**config.mk**
```make
export PLATFORM = sky130hd
export DESIGN_NAME = if_stage_fetch
export DESIGN_NICKNAME = d
export VERILOG_FILES = /design/src/rtl/if_stage_fetch_pkg.sv /design/src/rtl/if_stage_fetch_if_id_reg.sv /design/src/rtl/if_stage_fetch.sv
export SDC_FILE = /design/constraint.sdc
export NUM_CORES = 1
export LEC_CHECK = 0
export ABC_AREA = 1
export BUFFER_PORTS_ARGS = -buffer_cell sky130_fd_sc_hd__buf_4
export CORE_ASPECT_RATIO = 1.1
export CORE_MARGIN = 4
export CORE_UTILIZATION = 50
export DETAILED_ROUTE_END_ITERATION = 16
export HOLD_SLACK_MARGIN = 0.08
export PLACE_DENSITY = 0.75
export SLEW_MARGIN = 15
export SYNTH_ARGS = -nofsm -noshare
export SYNTH_HDL_FRONTEND = slang
export SYNTH_HIERARCHICAL = 1
export SYNTH_SLANG_ARGS = --single-unit
```
**constraint.sdc**
```tcl
create_clock -name clk -period 1.6 [get_ports clk]
set_input_delay 0.32 -clock clk [delete_from_list [all_inputs] [get_ports clk]]
set_output_delay 0.32 -clock clk [all_outputs]
set_load 0.02 [all_outputs]
```
**src/rtl/if_stage_fetch_pkg.sv**
```systemverilog
// Shared widths, bubble encoding and fetch FSM state encoding for the fetch stage
// and the inter-stage pipeline registers.
package if_stage_fetch_pkg;

    localparam int unsigned ADDRESS_LEN     = 32;
    localparam int unsigned INSTRUCTION_LEN = 32;

    // A bubble is an all-zero instruction word with valid cleared.
    localparam logic [INSTRUCTION_LEN-1:0] BUBBLE_INSTR = '0;
    localparam logic                       BUBBLE_VALID = 1'b0;

    typedef enum logic [1:0] {
        StIdle = 2'd0,
        StReq  = 2'd1,
        StHold = 2'd2,
        StDrop = 2'd3
    } fetch_state_e;

endpackage

```
**src/rtl/if_stage_fetch_if_id_reg.sv**
```systemverilog
// Generic inter-stage register: flush inserts a bubble and beats freeze, freeze holds.
module if_id_pipeline_reg
    import if_stage_fetch_pkg::*;
#(
    parameter int unsigned PcWidth    = ADDRESS_LEN,
    parameter int unsigned InstrWidth = INSTRUCTION_LEN
) (
    input  logic                  clk,
    input  logic                  rst,
    input  logic                  flush_i,
    input  logic                  freeze_i,
    input  logic [PcWidth-1:0]    pc_i,
    input  logic [InstrWidth-1:0] instr_i,
    input  logic                  valid_i,
    output logic [PcWidth-1:0]    pc_o,
    output logic [InstrWidth-1:0] instr_o,
    output logic                  valid_o
);

    logic [PcWidth-1:0]    pc_q, pc_d;
    logic [InstrWidth-1:0] instr_q, instr_d;
    logic                  valid_q, valid_d;

    always_comb begin
        pc_d    = pc_q;
        instr_d = instr_q;
        valid_d = valid_q;
        if (flush_i) begin
            instr_d = '0;
            valid_d = BUBBLE_VALID;
        end else if (!freeze_i) begin
            pc_d    = pc_i;
            instr_d = instr_i;
            valid_d = valid_i;
        end
    end

    always_ff @(posedge clk) begin
        if (!rst) begin
            pc_q    <= '0;
            instr_q <= '0;
            valid_q <= 1'b0;
        end else begin
            pc_q    <= pc_d;
            instr_q <= instr_d;
            valid_q <= valid_d;
        end
    end

    assign pc_o    = pc_q;
    assign instr_o = instr_q;
    assign valid_o = valid_q;

endmodule

```
**src/rtl/if_stage_fetch.sv**
```systemverilog
// Instruction-fetch stage: owns the PC, runs the req/ack handshake to instruction memory
// and feeds decode through the IF/ID register, honouring freeze and branch redirects.
module if_stage_fetch
    import if_stage_fetch_pkg::*;
#(
    parameter int unsigned          AddressLen     = ADDRESS_LEN,
    parameter int unsigned          InstructionLen = INSTRUCTION_LEN,
    parameter logic [AddressLen-1:0] ResetPc       = '0,
    parameter int unsigned          PcStep         = 4
) (
    input  logic                      clk,
    input  logic                      rst,
    input  logic                      freeze,
    input  logic                      branch_taken,
    input  logic [AddressLen-1:0]     branch_address,
    output logic                      imem_req,
    output logic [AddressLen-1:0]     imem_addr,
    input  logic                      imem_ack,
    input  logic [InstructionLen-1:0] imem_rdata,
    output logic [AddressLen-1:0]     pc_out,
    output logic [InstructionLen-1:0] instruction_out,
    output logic                      valid_out
);

    localparam logic [AddressLen-1:0] Step = AddressLen'(PcStep);

    fetch_state_e              state_q, state_d;
    logic [AddressLen-1:0]     pc_q, pc_d;
    logic [AddressLen-1:0]     fetch_addr_q, fetch_addr_d;
    logic [AddressLen-1:0]     buf_pc_q, buf_pc_d;
    logic [InstructionLen-1:0] buf_instr_q, buf_instr_d;
    logic [AddressLen-1:0]     next_fetch;

    logic [AddressLen-1:0]     ifid_pc_d;
    logic [InstructionLen-1:0] ifid_instr_d;
    logic                      ifid_valid_d;

    assign next_fetch = fetch_addr_q + Step;

    always_comb begin
        state_d      = state_q;
        pc_d         = pc_q;
        fetch_addr_d = fetch_addr_q;
        buf_pc_d     = buf_pc_q;
        buf_instr_d  = buf_instr_q;
        ifid_pc_d    = next_fetch;
        ifid_instr_d = InstructionLen'(BUBBLE_INSTR);
        ifid_valid_d = BUBBLE_VALID;
        imem_req     = 1'b0;

        case (state_q)
            StIdle: state_d = StReq;

            StReq: begin
                imem_req = 1'b1;
                if (branch_taken) begin
                    pc_d = branch_address;
                    if (imem_ack) begin
                        fetch_addr_d = branch_address;
                    end else begin
                        // Keep the outstanding address stable until its ack drains.
                        state_d = StDrop;
                    end
                end else if (imem_ack) begin
                    pc_d         = next_fetch;
                    fetch_addr_d = next_fetch;
                    if (freeze) begin
                        buf_pc_d    = next_fetch;
                        buf_instr_d = imem_rdata;
                        state_d     = StHold;
                    end else begin
                        ifid_instr_d = imem_rdata;
                        ifid_valid_d = 1'b1;
                    end
                end
            end

            StHold: begin
                if (branch_taken) begin
                    pc_d         = branch_address;
                    fetch_addr_d = branch_address;
                    state_d      = StReq;
                end else if (!freeze) begin
                    ifid_pc_d    = buf_pc_q;
                    ifid_instr_d = buf_instr_q;
                    ifid_valid_d = 1'b1;
                    state_d      = StReq;
                end
            end

            StDrop: begin
                imem_req = 1'b1;
                if (branch_taken) begin
                    pc_d = branch_address;
                end
                if (imem_ack) begin
                    fetch_addr_d = pc_d;
                    state_d      = StReq;
                end
            end

            default: state_d = StIdle;
        endcase
    end

    always_ff @(posedge clk) begin
        if (!rst) begin
            state_q      <= StIdle;
            pc_q         <= ResetPc;
            fetch_addr_q <= ResetPc;
            buf_pc_q     <= '0;
            buf_instr_q  <= '0;
        end else begin
            state_q      <= state_d;
            pc_q         <= pc_d;
            fetch_addr_q <= fetch_addr_d;
            buf_pc_q     <= buf_pc_d;
            buf_instr_q  <= buf_instr_d;
        end
    end

    assign imem_addr = fetch_addr_q;

    if_id_pipeline_reg #(
        .PcWidth   (AddressLen),
        .InstrWidth(InstructionLen)
    ) u_if_id (
        .clk     (clk),
        .rst     (rst),
        .flush_i (branch_taken),
        .freeze_i(freeze),
        .pc_i    (ifid_pc_d),
        .instr_i (ifid_instr_d),
        .valid_i (ifid_valid_d),
        .pc_o    (pc_out),
        .instr_o (instruction_out),
        .valid_o (valid_out)
    );

endmodule

```
Word-level counts from Yosys, hierarchy flattened
Cells that the tools add are included.

storage, ports and cells
  register bits = 195
  output and inout port bits = 98
  word-level logic and storage cells = 56
  input port bits = 69

cells by class
  $add $sub $neg = 1
  muxes and demuxes = 23
  reduce and logical (&&, ||, !) cells = 11
  eq/ne operators = 10
  bitwise gates (word level) = 3

operator list
  cell                                                  number
  two-way mux 32 bit                                    9
  case mux 32 bit (2 select lines)                      2
  case mux 32 bit (3 select lines)                      1
  adder 32 x 3 -> 32 bit (second input constant)        1
  two-way mux 2 bit                                     7
  != test 3 bit (second input constant)                 4
  case mux 2 bit (4 select lines)                       1
  AND reduction 4 bit                                   2
  != test 2 bit (second input constant)                 3
  OR reduction 2 bit                                    3
  AND reduction 5 bit                                   1
  equality test 2 bit (second input constant)           2
  AND reduction 2 bit                                   2
  inverter 1 bit                                        3
  nonzero test 3 bit                                    1
  equality test 2 x 1 -> 1 bit (second input constant)  1
  logical NOT 2 bit                                     1
  two-way mux 1 bit                                     2
  case mux 1 bit (2 select lines)                       1
  nonzero test 2 bit                                    1

Longest topological paths before layout
  depth in word-level cells = 4
  depth in mapped cells = 16

Modules after synthesis
The synthesis kept the hierarchy.

modules (own cells, without submodules)
  module              instances  cells each  area an instance (µm²)  seq. area each (µm²)
  if_stage_fetch      1          1220        7737.4                  2602.5
  if_id_pipeline_reg  1          348         2478.6                  1301.2

Worst setup path after synthesis
No wires, ideal clock.

  path kind = register to register
  start point = register fetch_addr_q[2] (netlist: imem_addr[2])
  end point = register u_if_id.pc_q[26] (netlist: u_if_id/pc_o[26])
  cell stages (with the launch flop) = 14
  arrival time = 1.804 ns
  required time = 1.487 ns
  buffers on the path = 0
  setup slack = -0.317 ns
  cells stage by stage = dfxtp_1 ha_1 nand2_1 nor2_4 nand2_4 nor2_4 nand3_1 and2_1 nand2_1 o21ai_0 inv_1 nand2_1 nand2_1 nor2_1

on the way
  cells in the longest elaborated chain, start to end = 2

ends and longest elaborated chain
  what                      line                            text
  start: declaration        if_stage_fetch.sv:29            logic [AddressLen-1:0] fetch_addr_q, fetch_addr_d;
  start signal: assignment  if_stage_fetch.sv:110           fetch_addr_q <= ResetPc;
  start signal: assignment  if_stage_fetch.sv:116           fetch_addr_q <= fetch_addr_d;
  adder 32 x 3 -> 32 bit    if_stage_fetch.sv:38            assign next_fetch = fetch_addr_q + Step;
  two-way mux 32 bit        if_stage_fetch.sv:51            case (state_q)
  via ifid_pc_d[26]         if_stage_fetch.sv:34            logic [AddressLen-1:0] ifid_pc_d;
  end signal: assignment    if_stage_fetch_if_id_reg.sv:44  pc_q <= pc_d;
  end: declaration          if_stage_fetch_if_id_reg.sv:20  logic [PcWidth-1:0] pc_q, pc_d;

The timed path passes the listed nets, and every way through them passes these cells.
A chain may end at the register's enable or synchronous reset.

Worst setup path after layout
  start point = register state_q[1]
  end point = register u_if_id.pc_q[0] (netlist: u_if_id/pc_o[0])

on the way
  cells in the longest elaborated chain, start to end = 2

ends and longest elaborated chain
  what                      line                   text
  start: declaration        if_stage_fetch.sv:27   fetch_state_e state_q, state_d;
  start signal: assignment  if_stage_fetch.sv:108  state_q <= StIdle;
  start signal: assignment  if_stage_fetch.sv:114  state_q <= state_d;
  equality test 2 bit       if_stage_fetch.sv:51
  two-way mux 32 bit        if_stage_fetch.sv:51
  via ifid_pc_d[0]          if_stage_fetch.sv:34

The timed path passes the listed nets, and every way through them passes these cells.

==> impl_metrics.json <==
{
  "failed_checks": "setup timing",
  "totalWireLength_mm": 38.4,
  "p_leak_nw": 6.64,
  "slew_viol_final": 0,
  "switchingPower_mw": 6.71,
  "gp_congestion": 0.922,
  "cts_hold_buf": 0,
  "clk_latency_ns": 0.46,
  "worst_hold_path_type": "in -> reg",
  "dieArea_sq_um": 22800,
  "drc": 0,
  "yosysTopAreaCell": "dfxtp_1",
  "synth_edf_count": 0,
  "stdcell_count": 2095,
  "r2r_setup_slack_ns": -0.27,
  "drt_pass1_iterations": 6,
  "num_io_pins": 167,
  "nNetsFinal": 1903,
  "cp-start-kind": "flip-flop",
  "setup_ws_ns": -0.266,
  "hold_viol": 0,
  "layout-drive-gt1-share": 0.321,
  "power_frac_seq": 0.343,
  "crit_type": "reg -> reg",
  "clk_path_buf_depth": 2,
  "fin_crit_sh": 1.17,
  "internal_power_mw": 10.5,
  "grt_pass1_wl_mm": 58.8,
  "tightest_slew_ns": 0.507,
  "rsz0062_at_grt": "yes",
  "die_h_um": 158,
  "fin_crit_ns": 1.87,
  "path_clk_slew_ns": 0.09,
  "drt-initial-drc-count": 979,
  "ys_warn_count": 6,
  "numPlacedInstances": 2020,
  "critPathCaptureType": "flip-flop",
  "first_global_vias": 11600,
  "area_growth_pct": 45.4,
  "ys.flop_type": "dfxtp_1",
  "num_rows": 54,
  "synth.most_common_cell": "nand2_1",
  "critPathMaxFanout": 8,
  "netlist.area_leader.share": 0.382,
  "grt-ovfl-total": 0,
  "cts_tree": "yes",
  "setup_viol": 195,
  "grt_max_degree": 99,
  "start_util": 0.513,
  "antenna_found_initial": 0,
  "ys_seq_elements": 195,
  "syn_area_per_cell_sq_um": 6.52,
  "drtAntennaViolNets": 0,
  "grt_usage": 0.322,
  "comb_power_share": 0.394,
  "num_vias": 12200,
  "final_core_util": 0.745,
  "p_clk_frac": 0.263,
  "vias_per_cell": 5.81,
  "synth_seq_area_share": 0.382,
  "outcome": "finished with violations",
  "io_buffers": 166,
  "synth_area_sq_um": 10200,
  "dieWidth_um": 144,
  "p_sw_frac": 0.390,
  "synth.distinct_cells": 36,
  "syn_inst": 1568,
  "slew_headroom": 0.662,
  "worstPathRequired_ns": 2.00,
  "yosys-top-cells-count": "nand2_1, dfxtp_1, nor2_1",
  "peakVddDrop_uv": 873,
  "root_buffer": "clkbuf_16",
  "ys_top_cells_by_area": "dfxtp_1, nand2_1, o21ai_0",
  "core_sq_um": 19900,
  "antennaDiodeCount": 0,
  "total_power_mw": 17.2,
  "fin_worst_skew_ns": 0.0138,
  "numClockSinks": 195,
  "power_density_nw_per_um2": 1160,
  "drv_cap": 0,
  "cts_made_buffers": 17,
  "synth_nets": 1641,
  "arrival_ns": 2.26,
  "wire_per_inst_um": 18.3,
  "dpl.hpwl_mm": 22.7,
  "ctsHtreeMaxLevel": 4,
  "hold_slack_ns": 0.0795,
  "async_reset_ff_frac": 0,
  "fmax_mhz": 536
}
[sequential cells by signal, indices dropped and copies added, names as in the netlist]
register,flops
imem_addr,32
pc_q,32
u_if_id/pc_o,32
u_if_id/instr_o,32
u_if_id/valid_o,1
buf_pc_q,32
state_q,2
buf_instr_q,32
[timing repair]
| action | in CTS | in global routing |
|---|---|---|
| endpoints found under the setup margin | 193 | 195 |
| resized for setup | 180 | 90 |
| cloned | 14 | 6 |
| setup buffers | 20 | 5 |
| pin swaps | 29 | 31 |
[power groups by stage]
stage | Clock (mW) | Sequential (mW) | Combinational (mW)
floorplan | 0 | 6.26 | 2.51
global placement | 0 | 5.91 | 5.20
detailed placement | 0 | 5.93 | 5.28
CTS | 4.51 | 5.84 | 6.20
global route | 4.75 | 5.94 | 7.22
finish | 4.53 | 5.90 | 6.78
[area by class of cell]
cell class / count / area [sq um]
multi-input combinational: 1133 / 5990
fill: 1415 / 5070
sequential: 195 / 3950
timing repair buffer: 346 / 3430
inverter: 137 / 551
clock buffer: 17 / 425
tap: 252 / 315
clock inverter: 15 / 198
[routing by layer]
| metal | vias up | global-route usage | wire (um) |
|---|---|---|---|
| li1 | 5581 | - | - |
| met1 | 5675 | 0.373 | 13800 |
| met2 | 726 | 0.550 | 19000 |
| met3 | 184 | 0.0589 | 3170 |
| met4 | 0 | 0.198 | 2490 |
| met5 | - | 0 | 0 |
[stage by stage]
stage / area, sq um / worst slack, ns / TNS [ns]
detailed placement: 12700 / -0.218 / -13.36
CTS: 14400 / -0.158 / -14.05
global route: 14900 / -0.378 / -44.17
finish: 14900 / -0.266 / -29.99
floorplan: 10300 / -0.0256 / -0.229
global placement: 12700 / -0.153 / -4.54
[logic make-up (layout without fill, tap and decap cells)]
logic type,count (synthesis),in the layout,share of synthesized area
AOI/OAI and AO/OA,361,361,0.193
xor gates and xnor gates,15,15,0.0173
adders and majority gates,4,4,0.00490
buffers and inverters,240,515,0.101
DFF,195,195,0.382
and+or+nand+nor,753,753,0.302
[cell usage in the layout (no fill, tap or decap), types with 4 or more instances in the layout]
master,instances
a21oi_2,18
o211ai_1,5
inv_8,4
nand2_2,40
a21oi_1,122
nor2_4,15
o21ai_0,83
xor2_1,5
nand2_4,8
nand2_1,461
a22oi_1,5
nor2_1,138
and2_4,6
nor2_2,26
a221oi_2,12
inv_2,9
dfxtp_1,175
dfxtp_2,11
inv_1,121
buf_12,30
nand3b_1,4
buf_6,15
buf_16,11
a31oi_1,10
clkbuf_16,23
o21ai_1,61
nand3_1,44
o21ai_2,20
buf_4,281
nand3_2,4
a221oi_1,10
clkinv_8,6
xor2_2,7
dfxtp_4,9
[critical path, cell delays in order, from the launching register on]
cell,delay [ns]
dfxtp_2,0.35
buf_6,0.11
ha_4,0.14
inv_4,0.04
nor2_4,0.09
inv_2,0.06
nor2_4,0.19
buf_6,0.20
buf_12,0.13
nand2_1,0.06
o21ai_0,0.10
inv_1,0.08
nand2_1,0.09
nand2_1,0.06
nor2_1,0.09
[final timing paths]
check                                                       from                               end  cells after the start
worst max register to register           state_q[1]$_SDFFE_PN0P_      u_if_id/pc_o[0]$_SDFFE_PN0P_                     14
worst min register to register  u_if_id/instr_o[17]$_SDFFE_PP0N_  u_if_id/instr_o[17]$_SDFFE_PP0N_                      2
worst min-delay path                               imem_rdata[3]       buf_instr_q[3]$_SDFFE_PN0P_                      3
worst max-delay path                     state_q[1]$_SDFFE_PN0P_      u_if_id/pc_o[0]$_SDFFE_PN0P_                     14
Power figures use the tool's default switching activity.
